[src/rtl/instr_encoder.sv]
`default_nettype none
// ============================================================================
// Module   : instr_encoder
// Purpose  : Turns a CPU control-signal bundle plus a 5-bit operand back into
//            an 8-bit instruction word {opcode[2:0], operand[4:0]}. It queues
//            the words in a small FIFO and writes them to program memory
//            through a port whose address counts up on its own.
// Revision : 1.0 - initial release
// ----------------------------------------------------------------------------
// Parameters:
//   DEPTH  - FIFO entries (power of two, >= 2)
//   ADDR_W - program-memory address width
// Ports:
//   clk, rst_n            - clock (rising edge), async active-low reset
//   in_valid / in_ready   - input handshake
//   bez, ja, op1, op2,
//   write_reg, writex8,
//   x8_sel[1:0]           - control bundle to re-encode
//   operand[4:0]          - immediate/register/target field, passed through
//   mem_we / mem_ready    - program-memory write handshake
//   mem_addr[ADDR_W-1:0]  - write address, wraps silently
//   mem_wdata[7:0]        - FIFO head (0 when empty)
//   addr_clr              - synchronous write-address clear
//   level                 - FIFO occupancy
//   err                   - sticky illegal-bundle flag
// Build option:
//   INSTR_ENC_ILLEGAL_CHECK_EN - when defined, illegal bundles are accepted
//   but dropped, and err is raised. When undefined, illegal bundles are
//   encoded as nop with their operand, and err stays at 0.
// ============================================================================
module instr_encoder #(
  parameter int unsigned DEPTH  = 4,
  parameter int unsigned ADDR_W = 5
) (
  input  logic                     clk,
  input  logic                     rst_n,
  input  logic                     in_valid,
  output logic                     in_ready,
  input  logic                     bez,
  input  logic                     ja,
  input  logic                     op1,
  input  logic                     op2,
  input  logic                     write_reg,
  input  logic                     writex8,
  input  logic [1:0]               x8_sel,
  input  logic [4:0]               operand,
  output logic                     mem_we,
  input  logic                     mem_ready,
  output logic [ADDR_W-1:0]        mem_addr,
  output logic [7:0]               mem_wdata,
  input  logic                     addr_clr,
  output logic [$clog2(DEPTH):0]   level,
  output logic                     err
);

  localparam int unsigned c_ptr_w = $clog2(DEPTH);
  localparam int unsigned c_lvl_w = c_ptr_w + 1;

  // Bundle packed in order {bez, ja, op1, op2, write_reg, writex8, x8_sel}.
  localparam logic [7:0] c_b_li  = 8'b0000_0101;
  localparam logic [7:0] c_b_add = 8'b0010_0110;
  localparam logic [7:0] c_b_bez = 8'b1001_0000;
  localparam logic [7:0] c_b_lr  = 8'b0000_0100;
  localparam logic [7:0] c_b_nop = 8'b0000_0000;
  localparam logic [7:0] c_b_sr  = 8'b0000_1000;
  localparam logic [7:0] c_b_ja  = 8'b0111_0000;
  localparam logic [7:0] c_b_not = 8'b0010_0111;

  localparam logic [2:0] c_op_nop = 3'b100;

  // --------------------------------------------------------------------------
  // State
  // --------------------------------------------------------------------------
  logic [7:0]         fifo_q [DEPTH];
  logic [7:0]         fifo_d [DEPTH];
  logic [c_ptr_w-1:0] wr_ptr_q, wr_ptr_d;
  logic [c_ptr_w-1:0] rd_ptr_q, rd_ptr_d;
  logic [c_lvl_w-1:0] level_q, level_d;
  logic [ADDR_W-1:0]  addr_q, addr_d;

  logic [7:0] w_bundle;
  logic [2:0] w_opcode;
  logic       w_push;
  logic       w_pop;
  logic       w_store;

  assign w_bundle = {bez, ja, op1, op2, write_reg, writex8, x8_sel};

  // Any bundle that matches no entry falls through to the nop opcode.
  always_comb begin
    w_opcode = c_op_nop;
    case (w_bundle)
      c_b_li:  w_opcode = 3'b000;
      c_b_add: w_opcode = 3'b001;
      c_b_bez: w_opcode = 3'b010;
      c_b_lr:  w_opcode = 3'b011;
      c_b_nop: w_opcode = 3'b100;
      c_b_sr:  w_opcode = 3'b101;
      c_b_ja:  w_opcode = 3'b110;
      c_b_not: w_opcode = 3'b111;
      default: w_opcode = c_op_nop;
    endcase
  end

  // in_ready depends only on the level register, so a full FIFO refuses a
  // push even when a pop happens in the same cycle.
  assign in_ready = (level_q != c_lvl_w'(DEPTH));
  assign mem_we   = (level_q != '0);
  assign w_push   = in_valid && in_ready;
  assign w_pop    = mem_we && mem_ready;

`ifdef INSTR_ENC_ILLEGAL_CHECK_EN
  logic w_legal;
  logic err_q, err_d;

  // Only the all-zero bundle legitimately produces the nop opcode; any other
  // bundle that decodes to nop did not match the table.
  assign w_legal = (w_opcode != c_op_nop) || (w_bundle == c_b_nop);
  assign w_store = w_push && w_legal;

  always_comb begin
    err_d = err_q;
    if (w_push && !w_legal) begin
      err_d = 1'b1;
    end
  end

  always_ff @(posedge clk or negedge rst_n) begin
    if (!rst_n) begin
      err_q <= 1'b0;
    end else begin
      err_q <= err_d;
    end
  end

  assign err = err_q;
`else
  assign w_store = w_push;
  assign err     = 1'b0;
`endif

  // --------------------------------------------------------------------------
  // Next-state logic
  // --------------------------------------------------------------------------
  always_comb begin
    fifo_d   = fifo_q;
    wr_ptr_d = wr_ptr_q;
    rd_ptr_d = rd_ptr_q;
    level_d  = level_q;
    addr_d   = addr_q;

    if (w_store) begin
      fifo_d[wr_ptr_q] = {w_opcode, operand};
      wr_ptr_d         = wr_ptr_q + c_ptr_w'(1);
    end

    if (w_pop) begin
      rd_ptr_d = rd_ptr_q + c_ptr_w'(1);
    end

    case ({w_store, w_pop})
      2'b10:   level_d = level_q + c_lvl_w'(1);
      2'b01:   level_d = level_q - c_lvl_w'(1);
      default: level_d = level_q;
    endcase

    // Clearing wins over the increment of a write completing in this cycle.
    if (addr_clr) begin
      addr_d = '0;
    end else if (w_pop) begin
      addr_d = addr_q + ADDR_W'(1);
    end
  end

  // --------------------------------------------------------------------------
  // Registers
  // --------------------------------------------------------------------------
  always_ff @(posedge clk or negedge rst_n) begin
    if (!rst_n) begin
      wr_ptr_q <= '0;
      rd_ptr_q <= '0;
      level_q  <= '0;
      addr_q   <= '0;
    end else begin
      wr_ptr_q <= wr_ptr_d;
      rd_ptr_q <= rd_ptr_d;
      level_q  <= level_d;
      addr_q   <= addr_d;
    end
  end

  // Storage needs no reset: an empty FIFO masks its contents on mem_wdata.
  always_ff @(posedge clk) begin
    fifo_q <= fifo_d;
  end

  assign level     = level_q;
  assign mem_addr  = addr_q;
  assign mem_wdata = mem_we ? fifo_q[rd_ptr_q] : 8'h00;

endmodule
`default_nettype wire

[config.mk]
export PLATFORM = sky130hd
export DESIGN_NAME = instr_encoder
export DESIGN_NICKNAME = d
export VERILOG_FILES = /design/src/rtl/instr_encoder.sv
export SDC_FILE = /design/constraint.sdc
export NUM_CORES = 1
export LEC_CHECK = 0
export CORE_MARGIN = 3
export CORE_UTILIZATION = 52
export DETAILED_ROUTE_END_ITERATION = 8
export PLACE_DENSITY_LB_ADDON = 0.08
export SETUP_SLACK_MARGIN = 0.2
export SKIP_CTS_REPAIR_TIMING = 1
export SLEW_MARGIN = 20
export SYNTH_ARGS = -nofsm -noshare
export SYNTH_HDL_FRONTEND = slang
export SYNTH_SLANG_ARGS = --single-unit
export TNS_END_PERCENT = 100
[constraint.sdc]
create_clock -name clk -period 2.6 [get_ports clk]
set_input_delay 0.39 -clock clk [delete_from_list [all_inputs] [get_ports clk]]
set_output_delay 0.39 -clock clk [all_outputs]
set_load 0.02 [all_outputs]
Word level (Yosys, flattened, before mapping)
Index checks and enable logic that the tools add are counted.
{"block": "op_classes", "n_addsub": 5, "n_lt_le_gt_ge": 3, "n_eq_ne": 10, "muxes": 11, "n_bitwise": 2, "reduce_logical": 6}
{"operator": "32-bit bitwise mux", "n": 1}
{"operator": "8-bit 2-to-1 mux", "n": 4}
{"operator": "3-bit one-hot mux with 7 select lines", "n": 1}
{"operator": "8-bit binary-select mux with 2-bit select", "n": 1}
{"operator": "8-bit demux with 2-bit select", "n": 1}
{"operator": "8-bit by 3-bit equality test with 1-bit output, second input constant", "n": 2}
{"operator": "8-bit by 6-bit equality test with 1-bit output, second input constant", "n": 2}
{"operator": "5-bit 2-to-1 mux", "n": 2}
{"operator": "8-bit by 4-bit equality test with 1-bit output, second input constant", "n": 1}
{"operator": "8-bit by 7-bit equality test with 1-bit output, second input constant", "n": 1}
{"operator": "8-bit equality test, second input constant", "n": 1}
{"operator": "3-bit greater-or-equal comparator, second input constant", "n": 2}
{"operator": "2-bit NOT with 3-bit output", "n": 2}
{"operator": "3-bit one-hot mux with 2 select lines", "n": 1}
{"operator": "5-bit by 1-bit adder with 5-bit output, second input constant", "n": 1}
{"operator": "2-bit by 1-bit adder with 2-bit output, second input constant", "n": 2}
{"operator": "2-bit nonzero test", "n": 2}
{"operator": "3-bit by 1-bit adder with 3-bit output, second input constant", "n": 1}
{"operator": "1-bit logical AND", "n": 3}
{"operator": "3-bit by 1-bit < comparator with 1-bit output, second input constant", "n": 1}
{"operator": "3-bit inequality test, second input constant", "n": 1}
{"operator": "3-bit nonzero test", "n": 1}
{"operator": "3-bit by 1-bit subtractor with 3-bit output, second input constant", "n": 1}
{"operator": "2-bit by 1-bit equality test with 1-bit output, second input constant", "n": 1}
{"operator": "2-bit equality test, second input constant", "n": 1}
{"block": "word_totals", "ff_bits": 44}

Depth between registers and ports, before layout
{"block": "logic_depth", "ltp_word": 6, "mapped_depth": 9, "depth_no_buf": 9}

Least setup slack after synthesis
No wires, ideal clock.
{"block": "synth_timing", "path_kind": "reg2reg", "startpoint": "reg level_q[2], in the netlist level[2]", "endpoint": "reg level_q[2], in the netlist level[2]", "setup_time_ns": 0.080, "arrival_time_ns": 2.183, "required_time_ns": 2.520, "slack_ns": 0.337, "path_stages_with_launch": 10, "path_buffers": 0, "path_cell_list": "dfrtp_1 > or3b_4 > and2_4 > inv_1 > ha_1 > inv_1 > fa_1 > xor2_1 > nor2_1 > xor2_1"}
{"block": "synth_between", "elab_chain_cells": 4, "word_cells_on_any_way": 10}
{"element": "start, declared", "line_no": "78", "source": "logic [c_lvl_w-1:0] level_q, level_d;"}
{"element": "start signal, assigned", "line_no": "187", "source": "level_q <= level_d;"}
{"element": "3-bit inequality test *", "line_no": "107", "source": "assign in_ready = (level_q != c_lvl_w'(DEPTH));"}
{"element": "net in_ready", "line_no": "38", "source": "output logic in_ready,"}
{"element": "1-bit logical AND *", "line_no": "109", "source": "assign w_push = in_valid && in_ready;"}
{"element": "2-bit by 1-bit equality test with 1-bit output / 2-bit equality test (equally long branches)", "line_no": "161", "source": "case ({w_store, w_pop})"}
{"element": "3-bit one-hot mux with 2 select lines / 2-bit nonzero test (equally long branches)"}
The timed path passes the listed nets; every way through them passes the cells marked *.
A chain may end at the register's enable or synchronous reset.

Final worst setup path
{"block": "layout_timing", "startpoint": "reg level_q[0], in the netlist level[0]", "endpoint": "reg level_q[2], in the netlist level[2]"}
{"block": "layout_between", "elab_chain_cells": 4, "word_cells_on_any_way": 10}
{"element": "3-bit inequality test / 3-bit nonzero test (equally long branches)", "line_no": "107, 108"}
{"element": "1-bit logical AND, on equally long branches", "line_no": "109, 110"}
{"element": "2-bit by 1-bit equality test with 1-bit output / 2-bit equality test (equally long branches)", "line_no": "161"}
{"element": "3-bit one-hot mux with 2 select lines / 2-bit nonzero test (equally long branches)"}
Parallel ways exist; a longest one is shown, timed or not.

==> qor.txt <==
Site Rows - 22
R2R Path Start - level[0]
area of the mapped netlist - 2070 µm²
Routed WL per cell - 15.7 µm
fill count - 256
CP startpoint - level[0]
Multi-input gate area - 747 µm²
Yosys cell types - 38
worst stage delay on the critical path - 460 ps
Crit Path Class - reg2reg
P&R area growth vs syn - 24.9%
P_int - 1.72 mW
antenna violations before repair - 0
GPL Wtd Cong - 0.689
slowest CP cell - dfrtp_2
Synth Register Bits - 44
Tot Pwr - 2.58 mW
layout cell share with drive strength beyond 1 - 13.6%
critical path, cell by cell - or3b_4 -> and2_4 -> inv_1 -> ha_1 -> inv_1 -> fa_1 -> xor2_1 -> nor2_1 -> xor2_1
CTS tree - built
Non-Filler Instances - 224
FF+latch area - 1260 µm²
initial core utilization - 55.2%
Lkg Pwr - 1.04 nW
fin area - 2580 µm²
Net Switching - 862 µW
remaining antenna violation count - 0
Die H - 69.0 µm
1st-iter DRT viols - 67
crit path buf inv count - 2
GRT Overall Usage - 15.6%
RSZ-0062 raised after global routing - no
Final Max Slew Viols - 0
Crit path depth - 9
first-pass GRT wire length - 5910 µm
DRT Pass-1 Iters - 4
HP Class - in2async
switch share - 33.4%
Fin. Hold Viols - 0
worst r2r path cells - 9
clock network power share - 15.9%
Max Freq - 0.442 GHz
Flop pwr share - 41.0%
Clock transition at path regs - 70 ps
# diodes - 0
total placed cells including tap cells - 216
Fin Setup TNS - 0 ps
Placed Area - 2470 µm²
Max FO, Critical Path - 7
residual DRC count - 0
Die ar. - 4770 µm²
Die X - 69.0 µm
Worst EP required - 2810 ps
Final period util - 87.0%
WHS - 460 ps
CTS sink cnt - 44
Comb pwr share - 43.1%
main flop type after synthesis - edfxtp_1
Post-Syn Nets - 161
Seq/Total Area, Yosys - 61.0%
final net count - 200
Max IR drop VDD - 0.000582 V
CTS buffer count - 5
# IOs - 37
Buffers on Ports - 35
Core ar. - 3740 µm²
worst-case clock buffer depth - 2
clock root cell - clkbuf_8
largest net degree at the start of global routing - 13
yosys warns - 0
gr ovfl total - 0
htree depth - 2
Cell Pwr Density - 1000 nW/µm²
Post-synth EDFFs - 32
minimum clock period - 2260 ps
DP HPWL - 2640 µm
Syn Area/Cell - 15.2 µm²
total number of vias - 1223
arrival time worst endpoint - 2470 ps
total wire length - 3510 µm
clock skew - 2.37 ps
# setup viols final - 0
Critical Path Start Type - flip-flop
vias in the first global route - 1261
status - complete, no violations
Mapped Cells - 136
FFs w/ async S/R, synth - 27.3%
Slew headroom - 63.2%
worst skew pair latency - 280 ps
Worst-Margin Slew - 549 ps
Max Cap Viol - 0
Via density - 5.46
CP top delay family - simple AND/OR/NAND/NOR gates
crit end category - flip-flop
[synth_stat cells, drive strengths merged (2+ instances only)]
library cell | count | area [µm²]
edfxtp | 32 | 961
dfrtp | 12 | 300
nor2b | 11 | 68.8
inv | 9 | 33.8
mux4 | 8 | 180
ha | 6 | 75.1
and3 | 5 | 31.3
xor2 | 5 | 43.8
nor2 | 4 | 15.0
xnor2 | 4 | 35.0
clkbuf | 3 | 12.5
nor3 | 3 | 15.0
or3 | 3 | 18.8
a21oi | 2 | 10.0
buf | 2 | 12.5
mux2i | 2 | 20.0
nand2b | 2 | 12.5
nand3 | 2 | 10.0
nand3b | 2 | 15.0
o21ai | 2 | 10.0
or3b | 2 | 22.5
[cell type report]
cell class                      instances  share of cell area, %
Tap cell                               48                   2.33
Clock buffer                            8                   3.49
Inverter                                9                   1.31
Multi-Input combinational cell         78                   28.9
Timing Repair Buffer                   37                   15.1
Sequential cell                        44                   48.9
[cells by family (layout without fill, tap and decap cells)]
group	Yosys count	count (layout)	synth area share (%)
flip-flops	44	44	61.0
AND/OR/NAND/NOR	38	38	11.7
buffers and inverters	14	54	2.84
AO/OA/AOI/OAI	12	12	5.39
multiplexers	11	11	10.4
XOR/XNOR	9	9	3.81
adder cells (fa/ha/maj)	7	7	4.60
other	1	1	0.181
[placed cells by master (no fill, tap or decap), drive strengths merged, types with 3 or more instances in the layout]
cell,instances
and3,5
clkbuf,8
clkdlybuf4s50,27
dfrtp,12
dlymetal6s2s,8
edfxtp,32
ha,6
inv,9
mux4,8
nor2,4
nor2b,11
nor3,3
or3,3
xnor2,4
xor2,5
[per-layer routing]
layer | routed length (µm) | GRT usage, % | up-vias
li1 | - | - | 583
met1 | 1460 | 19.3 | 610
met2 | 1850 | 27.2 | 26
met3 | 153 | 3.64 | 4
met4 | 46 | 4.56 | 0
met5 | 0 | 0 | -
[power by group through the flow]
stage | sequential, mW | clock [mW] | combinational (mW)
2_1_floorplan | 1.05 | 0 | 0.702
3_5_place_dp | 1.07 | 0 | 1.14
5_1_grt | 1.08 | 0.456 | 1.21
4_1_cts | 1.06 | 0.422 | 1.15
6_report | 1.06 | 0.411 | 1.11
3_3_place_gp | 1.06 | 0 | 1.12
[final timing paths]
kind	slack [ps]	endpoint
max	340	level[2]
min	460	wr_ptr_q[0]
max reg2reg	340	level[2]
min reg2reg	530	rd_ptr_q[0]
max in group asynchronous	1760	level[0]
min in group clk	530	rd_ptr_q[0]
[flip-flops by register name, summed over array words and instances, names as in the netlist]
register and cells:
fifo_q 32, level 3, mem_addr 5, rd_ptr_q 2
wr_ptr_q 2
[metrics by stage]
stage               util (%)  setup slack, ps
floorplan                  -              337
CTS                     68.3             79.5
detailed placement      65.9              265
global route            69.0              206
finish                  69.0              338
global placement        65.9              353
Power figures use the tool's default switching activity.
